==> config.mk <==
export PLATFORM = sky130hd
export DESIGN_NAME = uart_tx_arb
export DESIGN_NICKNAME = d
export VERILOG_FILES = /design/src/rtl/uart_arb_pkg.sv /design/src/rtl/uart_arb_rr_pick.sv /design/src/rtl/uart_tx_arb.sv
export SDC_FILE = /design/constraint.sdc
export NUM_CORES = 1
export LEC_CHECK = 0
export CAP_MARGIN = 15
export CORE_MARGIN = 1.5
export CORE_UTILIZATION = 60
export DETAILED_ROUTE_END_ITERATION = 10
export DONT_BUFFER_PORTS = 1
export PLACE_DENSITY = 0.76
export SYNTH_ARGS = -nofsm -noshare
export SYNTH_HDL_FRONTEND = slang
export SYNTH_SLANG_ARGS = --single-unit
==> constraint.sdc <==
create_clock -name clk -period 5.6 [get_ports clk]
set_input_delay 0.28 -clock clk [delete_from_list [all_inputs] [get_ports clk]]
set_output_delay 0.28 -clock clk [all_outputs]
set_load 0.01 [all_outputs]
==> src/rtl/uart_arb_pkg.sv <==
// uart_arb_pkg
// Shared types and constants for the UART TX word arbiter.
//   uart_arb_state_t : arbiter FSM states
//   LEN_1B..LEN_4B   : req_len encodings (byte count minus one)
//   ACK_TO_DEFAULT   : default cycles to wait for tx_busy after tx_start
//   byte_sel()       : little-endian byte extraction from a 32-bit word
package uart_arb_pkg;

  typedef enum logic [1:0] {
    ST_IDLE      = 2'd0,
    ST_SEND      = 2'd1,
    ST_WAIT_ACK  = 2'd2,
    ST_WAIT_DONE = 2'd3
  } uart_arb_state_t;

  localparam logic [1:0] LEN_1B = 2'd0;
  localparam logic [1:0] LEN_2B = 2'd1;
  localparam logic [1:0] LEN_3B = 2'd2;
  localparam logic [1:0] LEN_4B = 2'd3;

  localparam int ACK_TO_DEFAULT = 16;

  // The byte index uses the same encoding as the length field, so the
  // LEN_* constants double as byte positions: LEN_1B selects byte 0.
  function automatic logic [7:0] byte_sel(input logic [31:0] word,
                                          input logic [1:0]  idx);
    logic [7:0] b;
    case (idx)
      LEN_1B:  b = word[7:0];
      LEN_2B:  b = word[15:8];
      LEN_3B:  b = word[23:16];
      LEN_4B:  b = word[31:24];
      default: b = word[7:0];
    endcase
    return b;
  endfunction

endpackage

==> src/rtl/uart_arb_rr_pick.sv <==
// uart_arb_rr_pick
// Combinational winner selection for the UART TX arbiter.
//   req     in  NREQ : request levels
//   last    in  IDXW : index of the previous owner (round-robin pointer)
//   gnt_oh  out NREQ : one-hot winner (all zero when no request)
//   gnt_idx out IDXW : binary index of the winner
//   gnt_vld out 1    : at least one request is present
// Build option: define UART_ARB_FIXED_PRIO_EN for fixed priority (lowest
// index wins, last ignored); default is round-robin starting at last+1.
module uart_arb_rr_pick
  import uart_arb_pkg::*;
#(
  parameter int NREQ = 2,
  parameter int IDXW = 1
) (
  input  logic [NREQ-1:0] req,
  input  logic [IDXW-1:0] last,
  output logic [NREQ-1:0] gnt_oh,
  output logic [IDXW-1:0] gnt_idx,
  output logic            gnt_vld
);

`ifdef UART_ARB_FIXED_PRIO_EN

  logic unused_last_s;
  assign unused_last_s = ^last;

  // Fixed priority: scan from the top down so the lowest requester is the last to overwrite.
  always_comb begin
    gnt_oh  = {NREQ{1'b0}};
    gnt_idx = {IDXW{1'b0}};
    gnt_vld = 1'b0;
    for (int i = NREQ - 1; i >= 0; i--) begin
      if (req[i]) begin
        gnt_oh  = NREQ'(1'b1) << i;
        gnt_idx = IDXW'(i);
        gnt_vld = 1'b1;
      end else begin
        gnt_vld = gnt_vld;
      end
    end
  end

`else

  logic [IDXW-1:0] cand_s;

  // Round-robin: visit last+1, last+2, ... and wrap so the previous owner is checked last.
  always_comb begin
    gnt_oh  = {NREQ{1'b0}};
    gnt_idx = {IDXW{1'b0}};
    gnt_vld = 1'b0;
    cand_s  = {IDXW{1'b0}};
    for (int i = 1; i <= NREQ; i++) begin
      cand_s = IDXW'((int'(last) + i) % NREQ);
      if (!gnt_vld && req[cand_s]) begin
        gnt_oh  = NREQ'(1'b1) << cand_s;
        gnt_idx = cand_s;
        gnt_vld = 1'b1;
      end else begin
        gnt_vld = gnt_vld;
      end
    end
  end

`endif

endmodule

==> src/rtl/uart_tx_arb.sv <==
// uart_tx_arb
// Shares one UART transmitter between NREQ word-oriented requesters. A
// granted word (1..4 bytes) is sent little-endian through the UART's
// tx_start/tx_busy handshake before the next requester is considered.
//   clk      in  1       : system clock
//   Rst      in  1       : synchronous active-high reset
//   req      in  NREQ    : request levels, held until gnt
//   req_word in  32*NREQ : word of requester i at [32*i +: 32]
//   req_len  in  2*NREQ  : byte count minus one at [2*i +: 2]
//   gnt      out NREQ    : one-hot pulse, word captured
//   done     out NREQ    : one-hot pulse, last byte of the word finished
//   tx_data  out 8       : byte to transmit
//   tx_start out 1       : one-cycle start pulse to the UART
//   tx_busy  in  1       : UART busy
//   arb_busy out 1       : arbiter not idle
// Build option: UART_ARB_FIXED_PRIO_EN selects fixed-priority arbitration
// (handled inside uart_arb_rr_pick).
module uart_tx_arb
  import uart_arb_pkg::*;
#(
  parameter int NREQ   = 2,
  parameter int ACK_TO = ACK_TO_DEFAULT
) (
  input  logic              clk,
  input  logic              Rst,
  input  logic [NREQ-1:0]   req,
  input  logic [32*NREQ-1:0] req_word,
  input  logic [2*NREQ-1:0] req_len,
  output logic [NREQ-1:0]   gnt,
  output logic [NREQ-1:0]   done,
  output logic [7:0]        tx_data,
  output logic              tx_start,
  input  logic              tx_busy,
  output logic              arb_busy
);

  localparam int IDXW = (NREQ > 1) ? $clog2(NREQ) : 1;
  localparam int CNTW = $clog2(ACK_TO + 1);

  uart_arb_state_t state_r, state_nxt_s;
  logic [31:0]     word_r, word_nxt_s;
  logic [1:0]      len_r, len_nxt_s;
  logic [1:0]      idx_r, idx_nxt_s;
  logic [IDXW-1:0] owner_r, owner_nxt_s;
  logic [IDXW-1:0] last_r, last_nxt_s;
  logic [CNTW-1:0] cnt_r, cnt_nxt_s;
  logic [NREQ-1:0] gnt_r, gnt_nxt_s;
  logic [NREQ-1:0] done_r, done_nxt_s;
  logic [7:0]      tx_data_r, tx_data_nxt_s;
  logic            tx_start_r, tx_start_nxt_s;
  logic            arb_busy_r;

  logic [NREQ-1:0] pick_oh_s;
  logic [IDXW-1:0] pick_idx_s;
  logic            pick_vld_s;
  logic [31:0]     sel_word_s;
  logic [1:0]      sel_len_s;

  uart_arb_rr_pick #(
    .NREQ (NREQ),
    .IDXW (IDXW)
  ) u_pick (
    .req     (req),
    .last    (last_r),
    .gnt_oh  (pick_oh_s),
    .gnt_idx (pick_idx_s),
    .gnt_vld (pick_vld_s)
  );

  // One-hot AND-OR mux of the winning requester's word and length.
  always_comb begin
    sel_word_s = 32'h0000_0000;
    sel_len_s  = 2'd0;
    for (int i = 0; i < NREQ; i++) begin
      sel_word_s = sel_word_s | ({32{pick_oh_s[i]}} & req_word[32*i +: 32]);
      sel_len_s  = sel_len_s  | ({2{pick_oh_s[i]}}  & req_len[2*i +: 2]);
    end
  end

  // Next-state and next-output logic of the arbiter FSM.
  always_comb begin
    state_nxt_s    = state_r;
    word_nxt_s     = word_r;
    len_nxt_s      = len_r;
    idx_nxt_s      = idx_r;
    owner_nxt_s    = owner_r;
    last_nxt_s     = last_r;
    cnt_nxt_s      = cnt_r;
    gnt_nxt_s      = {NREQ{1'b0}};
    done_nxt_s     = {NREQ{1'b0}};
    tx_data_nxt_s  = tx_data_r;
    tx_start_nxt_s = 1'b0;
    case (state_r)
      ST_IDLE: begin
        if (pick_vld_s) begin
          word_nxt_s  = sel_word_s;
          len_nxt_s   = sel_len_s;
          owner_nxt_s = pick_idx_s;
          idx_nxt_s   = 2'd0;
          gnt_nxt_s   = pick_oh_s;
          state_nxt_s = ST_SEND;
        end else begin
          state_nxt_s = ST_IDLE;
        end
      end
      ST_SEND: begin
        if (!tx_busy) begin
          tx_data_nxt_s  = byte_sel(word_r, idx_r);
          tx_start_nxt_s = 1'b1;
          cnt_nxt_s      = {CNTW{1'b0}};
          state_nxt_s    = ST_WAIT_ACK;
        end else begin
          state_nxt_s = ST_SEND;
        end
      end
      ST_WAIT_ACK: begin
        // The start cycle itself counts as the first waited cycle, so the
        // byte is re-issued after ACK_TO cycles without a busy response.
        if (tx_busy) begin
          state_nxt_s = ST_WAIT_DONE;
        end else if (cnt_r == CNTW'(ACK_TO - 1)) begin
          state_nxt_s = ST_SEND;
        end else begin
          cnt_nxt_s = cnt_r + CNTW'(1);
        end
      end
      ST_WAIT_DONE: begin
        if (!tx_busy) begin
          if (idx_r == len_r) begin
            done_nxt_s  = NREQ'(1'b1) << owner_r;
            last_nxt_s  = owner_r;
            state_nxt_s = ST_IDLE;
          end else begin
            idx_nxt_s   = idx_r + 2'd1;
            state_nxt_s = ST_SEND;
          end
        end else begin
          state_nxt_s = ST_WAIT_DONE;
        end
      end
      default: begin
        state_nxt_s = ST_IDLE;
      end
    endcase
  end

  // State and output registers; reset abandons any word in progress.
  always_ff @(posedge clk) begin
    if (Rst) begin
      state_r    <= ST_IDLE;
      word_r     <= 32'h0000_0000;
      len_r      <= LEN_1B;
      idx_r      <= 2'd0;
      owner_r    <= {IDXW{1'b0}};
      last_r     <= IDXW'(NREQ - 1);
      cnt_r      <= {CNTW{1'b0}};
      gnt_r      <= {NREQ{1'b0}};
      done_r     <= {NREQ{1'b0}};
      tx_data_r  <= 8'h00;
      tx_start_r <= 1'b0;
      arb_busy_r <= 1'b0;
    end else begin
      state_r    <= state_nxt_s;
      word_r     <= word_nxt_s;
      len_r      <= len_nxt_s;
      idx_r      <= idx_nxt_s;
      owner_r    <= owner_nxt_s;
      last_r     <= last_nxt_s;
      cnt_r      <= cnt_nxt_s;
      gnt_r      <= gnt_nxt_s;
      done_r     <= done_nxt_s;
      tx_data_r  <= tx_data_nxt_s;
      tx_start_r <= tx_start_nxt_s;
      arb_busy_r <= (state_nxt_s != ST_IDLE);
    end
  end

  assign gnt      = gnt_r;
  assign done     = done_r;
  assign tx_data  = tx_data_r;
  assign tx_start = tx_start_r;
  assign arb_busy = arb_busy_r;

endmodule

## Word-level counts from Yosys, hierarchy flattened

Index checks and enable logic that the tools add are counted.

| storage, ports and cells | value |
|---|---|
| register bits after elaboration | 59 |
| bits of input ports | 73 |
| output and inout port bits | 14 |
| logic and storage cells | 89 |

| operators by class | value |
|---|---|
| $add $sub $neg | 4 |
| magnitude comparators | 2 |
| equal/unequal tests | 14 |
| shift operators | 3 |
| multiplexer cells | 27 |
| bitwise logic cells | 12 |
| reductions and logical operators | 15 |

Operators with widths:

| operator | count |
|---|---|
| bitwise AND 32 bit | 2 |
| bitwise OR 32 bit | 1 |
| one-hot mux 8 bit (4 select lines) | 1 |
| two-way mux 2 bit | 9 |
| two-way mux 5 bit | 3 |
| inequality test 2 bit (second input constant) | 6 |
| two-way mux 1 bit | 11 |
| one-hot mux 5 bit (2 select lines) | 1 |
| == test 2 bit (second input constant) | 4 |
| one-hot mux 2 bit (4 select lines) | 1 |
| AND reduction 4 bit | 2 |
| inverter 1 bit | 6 |
| nonzero test 2 bit | 3 |
| << shifter 1 x 1 -> 2 bit (first input constant) | 3 |
| adder 5 x 1 -> 5 bit (second input constant) | 1 |
| == test 5 x 4 -> 1 bit (second input constant) | 1 |
| bitwise AND 2 bit | 2 |
| == test 2 x 1 -> 1 bit (second input constant) | 2 |
| logical NOT 2 bit | 2 |
| less-than comparator 1 x 2 -> 1 bit (second input constant) | 2 |
| one-hot mux 2 bit (2 select lines) | 1 |
| AND reduction 2 bit | 2 |
| OR reduction 4 bit | 1 |
| AND reduction 3 bit | 1 |
| 8 further kinds | 9 |

## Depth between registers and ports, before layout

Gate-level depths: netlist of the first run.

| logic depth | value |
|---|---|
| depth in word-level cells | 10 |
| gate-level depth with buffers | 7 |
| depth with buffers taken out | 7 |

## Modules after synthesis

Synthesis of the first run repeated with hierarchy kept, for this count alone.

| unflattened totals | value |
|---|---|
| cells, all modules | 301 |
| area total of the unflattened synthesis | 2952.8 µm² |

By module, submodules not included:

| module | instances | cells each | area an instance (µm²) | sequential area each (µm²) |
|---|---|---|---|---|
| uart_tx_arb | 1 | 296 | 2920.3 | 1181.1 |
| uart_arb_rr_pick | 1 | 5 | 32.5 | 0.0 |

## Worst setup path after synthesis of the first run

Ideal clock, no wire load.

| path | value |
|---|---|
| path type | register to register |
| start point | reg cnt_r[0] |
| end point | reg cnt_r[0] |
| setup time | 129 ps |
| arrival | 1774 ps |
| required time | 5471 ps |
| path slack | 3697 ps |
| cell stages (with the launch flop) | 8 |
| path buffers | 0 |
| clock period less this slack | 1903 ps |
| cells stage by stage | dfxtp_1 -> ha_1 -> and3_1 -> ha_1 -> or3b_1 -> a21oi_2 -> mux2i_1 -> nor2_1 |

| between the ends | value |
|---|---|
| longest elaborated chain between the ends | 4 |
| elaborated cells on any way between the ends | 7 |
| those cells by class | add/sub (1); eq/ne (2); mux (3); reduce/logical (1) |

RTL lines:

| what | line | text |
|---|---|---|
| start: declaration | uart_tx_arb.sv:46 | `logic [CNTW-1:0] cnt_r, cnt_nxt_s;` |
| start signal: assignment | uart_tx_arb.sv:156 | `cnt_r <= {CNTW{1'b0}};` |
| start signal: assignment | uart_tx_arb.sv:169 | `cnt_r <= cnt_nxt_s;` |
| adder 5 x 1 -> 5 bit | uart_tx_arb.sv:124 | `cnt_nxt_s = cnt_r + CNTW'(1);` |
| two-way mux 5 bit | uart_tx_arb.sv:121 | `end else if (cnt_r == CNTW'(ACK_TO - 1)) begin` |
| two-way mux 5 bit | uart_tx_arb.sv:119 | `if (tx_busy) begin` |
| one-hot mux 5 bit (2 select lines) | uart_tx_arb.sv:93 | `case (state_r)` |

Parallel ways exist; a longest one is shown, timed or not. The select of a mux whose other input is x is not followed.
A chain may end at the register's enable or synchronous reset.

## Final worst setup path of the first run

| path | value |
|---|---|
| start point | reg cnt_r[0] |
| end point | reg cnt_r[1] |

Same word-level chain as after synthesis.

==> results of run 1 <==
-- state kept, by name (all words and copies together) (netlist names) --
register,count
owner_r,1
gnt,2
done,2
cnt_r,5
len_r,2
tx_data,8
last_r,1
arb_busy,1
word_r,32
tx_start,1
state_r,2
idx_r,2
-- worst reg2reg max path, stage by stage, from the launching register on --
cell	delay, ns
dfxtp_1	0.33
ha_1	0.23
and3_1	0.18
ha_1	0.22
or3b_1	0.42
a21oi_2	0.25
mux2i_1	0.24
nor2_1	0.06
-- cell families (layout without fill, tap and decap cells) --
group / Yosys count / after routing / share of synthesized area (%)
buffers and inverters: 32 / 26 / 5.78
XOR/XNOR: 3 / 3 / 0.979
AND/OR/NAND/NOR: 119 / 119 / 21.5
adder cells (fa/ha/maj): 6 / 6 / 2.80
AO/OA/AOI/OAI: 80 / 80 / 23.8
flip-flops: 59 / 59 / 44.0
multiplexers: 3 / 3 / 1.12
-- metal layers --
layer / wire [um] / GRT usage, %
met4: 114 / 12.0
met2: 2720 / 35.8
met5: 0 / 0
met3: 374 / 6.64
met1: 2510 / 30.7
-- layout make-up --
type | count | area share, %
multi-input combinational | 211 | 47.6
clock inverter | 4 | 0.885
tap | 52 | 2.30
sequential | 59 | 41.8
inverter | 6 | 0.796
timing repair buffer | 4 | 1.15
clock buffer | 12 | 5.48
-- cell usage in the layout, fill, tap and decap left out, types with 3 or more instances in the layout --
cell	netlist	final
a221oi_1	34	34
nor2_1	47	47
nor3_1	35	35
mux2i_1	3	3
and3_1	4	4
clkbuf_8	0	11
inv_1	6	6
buf_4	1	3
o211ai_1	3	3
dfxtp_1	59	59
o21ai_0	12	12
nand2_1	12	12
a222oi_1	8	8
a22o_1	8	8
a21oi_1	6	6
ha_1	6	6
nand2b_1	3	3
-- what timing repair did --
action | CTS | global route
resized for setup | 0 | 0
endpoints found under the hold margin | 2 | 0
hold buffers | 1 | 0
-- worst paths after layout --
kind / endpoint / slack, ns
hold reg to reg: done[0] / 0.48
setup / recovery: cnt_r[1] / 3.55
hold / removal: done[1] / 0.01
setup reg to reg: cnt_r[1] / 3.55
-- power by group through the flow --
stage	registers (mW)	logic [mW]	clock network [mW]
after global routing	0.498	0.160	0.371
final	0.493	0.140	0.348
after CTS	0.493	0.141	0.352
after floorplan	0.489	0.137	0
after detailed placement	0.503	0.139	0
after global placement	0.501	0.137	0
==> flow_metrics.tcl, run 1 <==
set metrics [dict create \
    synth_fp_nets 381 \
    post-cts-setup-buffers 0 \
    yosysMostFrequentCell "dfxtp_1" \
    swShare_pct 28.5 \
    core_um2 4320 \
    multiInputGateArea_um2 1350 \
    start_kind "register" \
    syn_inst 302 \
    status "completed" \
    final_area_um2 2830 \
    drtAntennaViolNets 0 \
    p_switching_uw 279 \
    power.density_nw_per_um2 347 \
    worst_pin_slew_ns 1.11 \
    cts.htree.levels 3 \
    cp.required_ns 5.82 \
    ys_ff_latch 59 \
    dieHeight_um 69.9 \
    fmax_mhz 487 \
    num_rows 24 \
    finalSetupViolCount 0 \
    cp-end-kind "register" \
    synth_top_area_share_pct 44.0 \
    hold_start "tx_busy" \
    fin_setup_tns_ns 0 \
    grt_pass1_vias 1895 \
    area_growth_pct 5.41 \
    avgRoutedWirePerCell_um 16.5 \
    finalCoreUtilization_pct 65.4 \
    cp_slowest_stage_delay_ns 0.42 \
    clk_latency_ns 0.34 \
    hold_depth 1 \
    period_needed_ns 2.05 \
    initial_utilization_pct 62.1 \
    root_buffer "clkbuf_8" \
    die_w_um 69.9 \
    place_worst_setup_slack_ns 3.58 \
    cts_tree "done" \
    viasPerCell 6.60 \
    power.leakage_nw 1.03 \
    grt_first_pass_wirelength_mm 8.91 \
    crit_chain "ha_1 > and3_1 > ha_1 > or3b_1 > a21oi_2 > mux2i_1 > nor2_1" \
    antenna_found_initial 0 \
    synth_warnings 0 \
    drc 0 \
    synthFlopType "dfxtp_1" \
    netlist_area_um2 2680 \
    placed_area_um2 2640 \
    io_pins 87 \
    power_frac_clock_pct 35.5 \
    rr_worst_depth 7 \
    design.die.area_um2 4880 \
    grt_usage_pct 23.6 \
    seq_area_um2 1180 \
    cts_max_path_buffers 2 \
    n_antenna_cell 0 \
    hold_violations 0 \
    critPathKind "register to register" \
    fin_worst_skew_ns 0.00782 \
    cp_num_buf_inv 0 \
    critical_path_cell_count 7 \
    cp_max_fo 5 \
    max-cap-violations 0 \
    async_flop_share_pct 0 \
    p_comb_share_pct 14.2 \
    place.port_buffers 0 \
    synth_largest_area_cell "dfxtp_1" \
    wl_mm 5.73 \
    cp_common_cell "ha_1" \
    hold_ws_ns 0.0144 \
    synth_area_per_cell_um2 8.89 \
    num_vias 2297 \
    gp_congestion 0.794 \
    r2r_start "cnt_r[0]" \
    cts_buffers 9 \
    crit_path_top_delay_cell "or3b_1" \
    maxSlewHeadroom_pct 26.1 \
    irDropWorstVdd_mv 0.199 \
    synth.area.top_cells "dfxtp_1 (44%), a221oi_1 (11%), nor2_1 (6.6%)" \
    globalRouteOverflowTotal 0 \
    netlist-cell-type-count 45 \
    nets 370 \
    clkSlewWorstSetupHoldPaths_ns 0.06 \
    internal_power_uw 702 \
    cp-startpoint "cnt_r[0]" \
    crit_arrival_ns 2.28 \
    drt_iter0_markers 199 \
    drtPass1Iterations 6 \
    min_path_type "input port to register" \
    placed_cells 331 \
    dpl.hpwl_mm 3.88 \
    p_seq_share_pct 50.3 \
    post-route-period-util_pct 36.6 \
    seq_area_frac_synth_pct 44.0 \
    slew_violations 0 \
    synth-edff-count 0 \
    synth_top_cells_by_count "dfxtp_1 (59), nor2_1 (47), nor3_1 (35)" \
    final_cells 348 \
    power_uw 981 \
    drive_gt1_share_pct 9.12 \
    grt_setup_unrepaired "false" \
    grt_start_max_net_pins 47 \
    clock_sinks 59 \
    n_fill_cell 370 \
    crit_family "simple AND/OR/NAND/NOR gates" \
    worst_slack_ns 3.55 \
]
(Power assumes the default switching activity.)
==> run 2, diff against run 1 <==
--- a/config.mk
+++ b/config.mk
@@ -7,10 +7,10 @@
 export LEC_CHECK = 0
 export CAP_MARGIN = 15
 export CORE_MARGIN = 1.5
-export CORE_UTILIZATION = 60
+export CORE_UTILIZATION = 56
 export DETAILED_ROUTE_END_ITERATION = 10
 export DONT_BUFFER_PORTS = 1
-export PLACE_DENSITY = 0.76
+export PLACE_DENSITY = 0.74
 export SYNTH_ARGS = -nofsm -noshare
 export SYNTH_HDL_FRONTEND = slang
 export SYNTH_SLANG_ARGS = --single-unit
==> constraint.sdc (replaced) <==
create_clock -name clk -period 1.7 [get_ports clk]
set_input_delay 0.085 -clock clk [delete_from_list [all_inputs] [get_ports clk]]
set_output_delay 0.085 -clock clk [all_outputs]
set_load 0.01 [all_outputs]
==> flow_metrics.tcl, run 2 (same netlist as run 1, synthesis figures left out) <==
set metrics [dict create \
    fin_setup_tns_ns -0.210 \
    avgRoutedWirePerCell_um 16.6 \
    period_needed_ns 1.77 \
    hold_start "Rst" \
    cp_max_fo 3 \
    min_path_type "input port to register" \
    area_growth_pct 12.2 \
    layout_common_cells "dfxtp_1 (56), nor2_1 (47), nor3_1 (35)" \
    worst_slack_ns -0.0682 \
    nets 386 \
    drtAntennaViolNets 0 \
    wl_mm 6.05 \
    drtPass1Iterations 6 \
    grt_setup_unrepaired "true" \
    r2r_start "cnt_r[1]" \
    hold_violations 47 \
    globalRouteOverflowTotal 0 \
    crit_family "simple AND/OR/NAND/NOR gates" \
    top_register "word_r" \
    drt_iter0_markers 142 \
    grt_first_pass_wirelength_mm 9.43 \
    die_w_um 72.2 \
    critPathKind "register to register" \
    placed_area_um2 2800 \
    clock_sinks 59 \
    n_antenna_cell 0 \
    status "finished, violations left" \
    hold_ws_ns -0.197 \
    cts_buffers 9 \
    grt_pass1_vias 1946 \
    clk_latency_ns 0.34 \
    power_mw 3.21 \
    crit_chain "ha_4 > and3_4 > ha_4 > or3b_4 > a21oi_4 > mux2i_1 > nor2_1" \
    cts.htree.levels 3 \
    num_vias 2304 \
    fin_worst_skew_ns 0.00444 \
    power.density_nw_per_um2 1070 \
    cts_tree "done" \
    cts_hold_buf 1 \
    root_buffer "clkbuf_8" \
    finalCoreUtilization_pct 64.6 \
    drc 0 \
    io_pins 87 \
    violations "negative hold slack, negative setup slack" \
    largest_reg_flops 32 \
    maxSlewHeadroom_pct 68.0 \
    post-route-period-util_pct 104 \
    cts_max_path_buffers 2 \
    grt_start_max_net_pins 48 \
    drive_gt1_share_pct 17.0 \
    slew_violations 0 \
    dpl.hpwl_mm 4.17 \
    cp-startpoint "cnt_r[1]" \
    cp.required_ns 1.93 \
    crit_path_top_delay_cell "or3b_4" \
    fmax_mhz 566 \
    cp_common_cell "ha_4" \
    finalSetupViolCount 4 \
    worst_pin_slew_ns 0.479 \
    min_to "cnt_r[1]" \
    rr_worst_depth 7 \
    grt_usage_pct 24.2 \
    initial_utilization_pct 57.6 \
    hold_depth 1 \
    antenna_found_initial 0 \
    cp-end-kind "register" \
    num_rows 25 \
    ff2ff_setup_slack_ns -0.07 \
    gp_congestion 0.840 \
    dieHeight_um 72.2 \
    layout_commonest_cell "dfxtp_1" \
    clkSlewWorstSetupHoldPaths_ns 0.06 \
    irDropWorstVdd_mv 0.662 \
    power.leakage_nw 1.10 \
    r2r-end "cnt_r[0]" \
    viasPerCell 6.31 \
    design.die.area_um2 5220 \
    start_kind "register" \
    final_area_um2 3010 \
    crit_arrival_ns 2.00 \
    cp_slowest_stage_delay_ns 0.41 \
    cp_num_buf_inv 0 \
    max-cap-violations 0 \
    place.port_buffers 0 \
    core_um2 4660 \
]
run 2: changes by cell type in the layout (fill, tap and decap cells not counted), moves of 3 or more:
cell,previous run,this run
dfxtp_2,0,3
ha_2,0,3
buf_4,3,18
dfxtp_1,59,56
ha_1,6,1
run 2: worst max-delay path by stage:
stage                     to  cells after the start
floorplan           cnt_r[0]                      7
global placement    cnt_r[4]                      7
detailed placement  cnt_r[0]                      7
CTS                 cnt_r[0]                      7
global route        cnt_r[0]                      7
finish              cnt_r[0]                      7
run 2: worst register-to-register path: stages (launching register included):
cell     delay, ns
dfxtp_2       0.34
ha_4          0.16
and3_4        0.15
ha_4          0.15
or3b_4        0.41
a21oi_4       0.19
mux2i_1       0.21
nor2_1        0.05
run 2: where the power goes:
group / internal [mW] / switching (mW) / leakage (nW)
clock network: 0.553 / 0.512 / 0.0860
logic: 0.228 / 0.299 / 0.531
registers: 1.52 / 0.0950 / 0.486
run 2: timing repair:
item,4_1_cts,5_1_grt
buffers inserted,0,1
endpoints found under the hold margin,49,47
setup endpoints to repair,4,10
pin swaps,6,7
gates resized for setup,0,9
run 2: layer usage:
| layer | global-route usage, % | wire [um] |
|---|---|---|
| met5 | 0 | 0 |
| met4 | 10.3 | 140 |
| met3 | 9.58 | 420 |
| met2 | 34.9 | 2850 |
| met1 | 32.2 | 2640 |
run 2: layout make-up:
cell class                      instances  area [um2]
Clock buffer                           12         145
Clock inverter                          3        15.0
Fill cell                             423        1650
Timing Repair Buffer                   20         165
Multi-Input combinational cell        211        1410
Tap cell                               54        67.6
Sequential cell                        59        1180
Inverter                                6        22.5
run 2: through the flow:
step	hold WS [ns]	cells	worst slack (ns)
final	-0.197	365	-0.0682
after global routing	-0.203	365	-0.138
after CTS	-0.207	364	-0.0927
after detailed placement	0.157	348	-0.103
after global placement	0.155	348	-0.0541
after floorplan	0.287	302	-0.0669
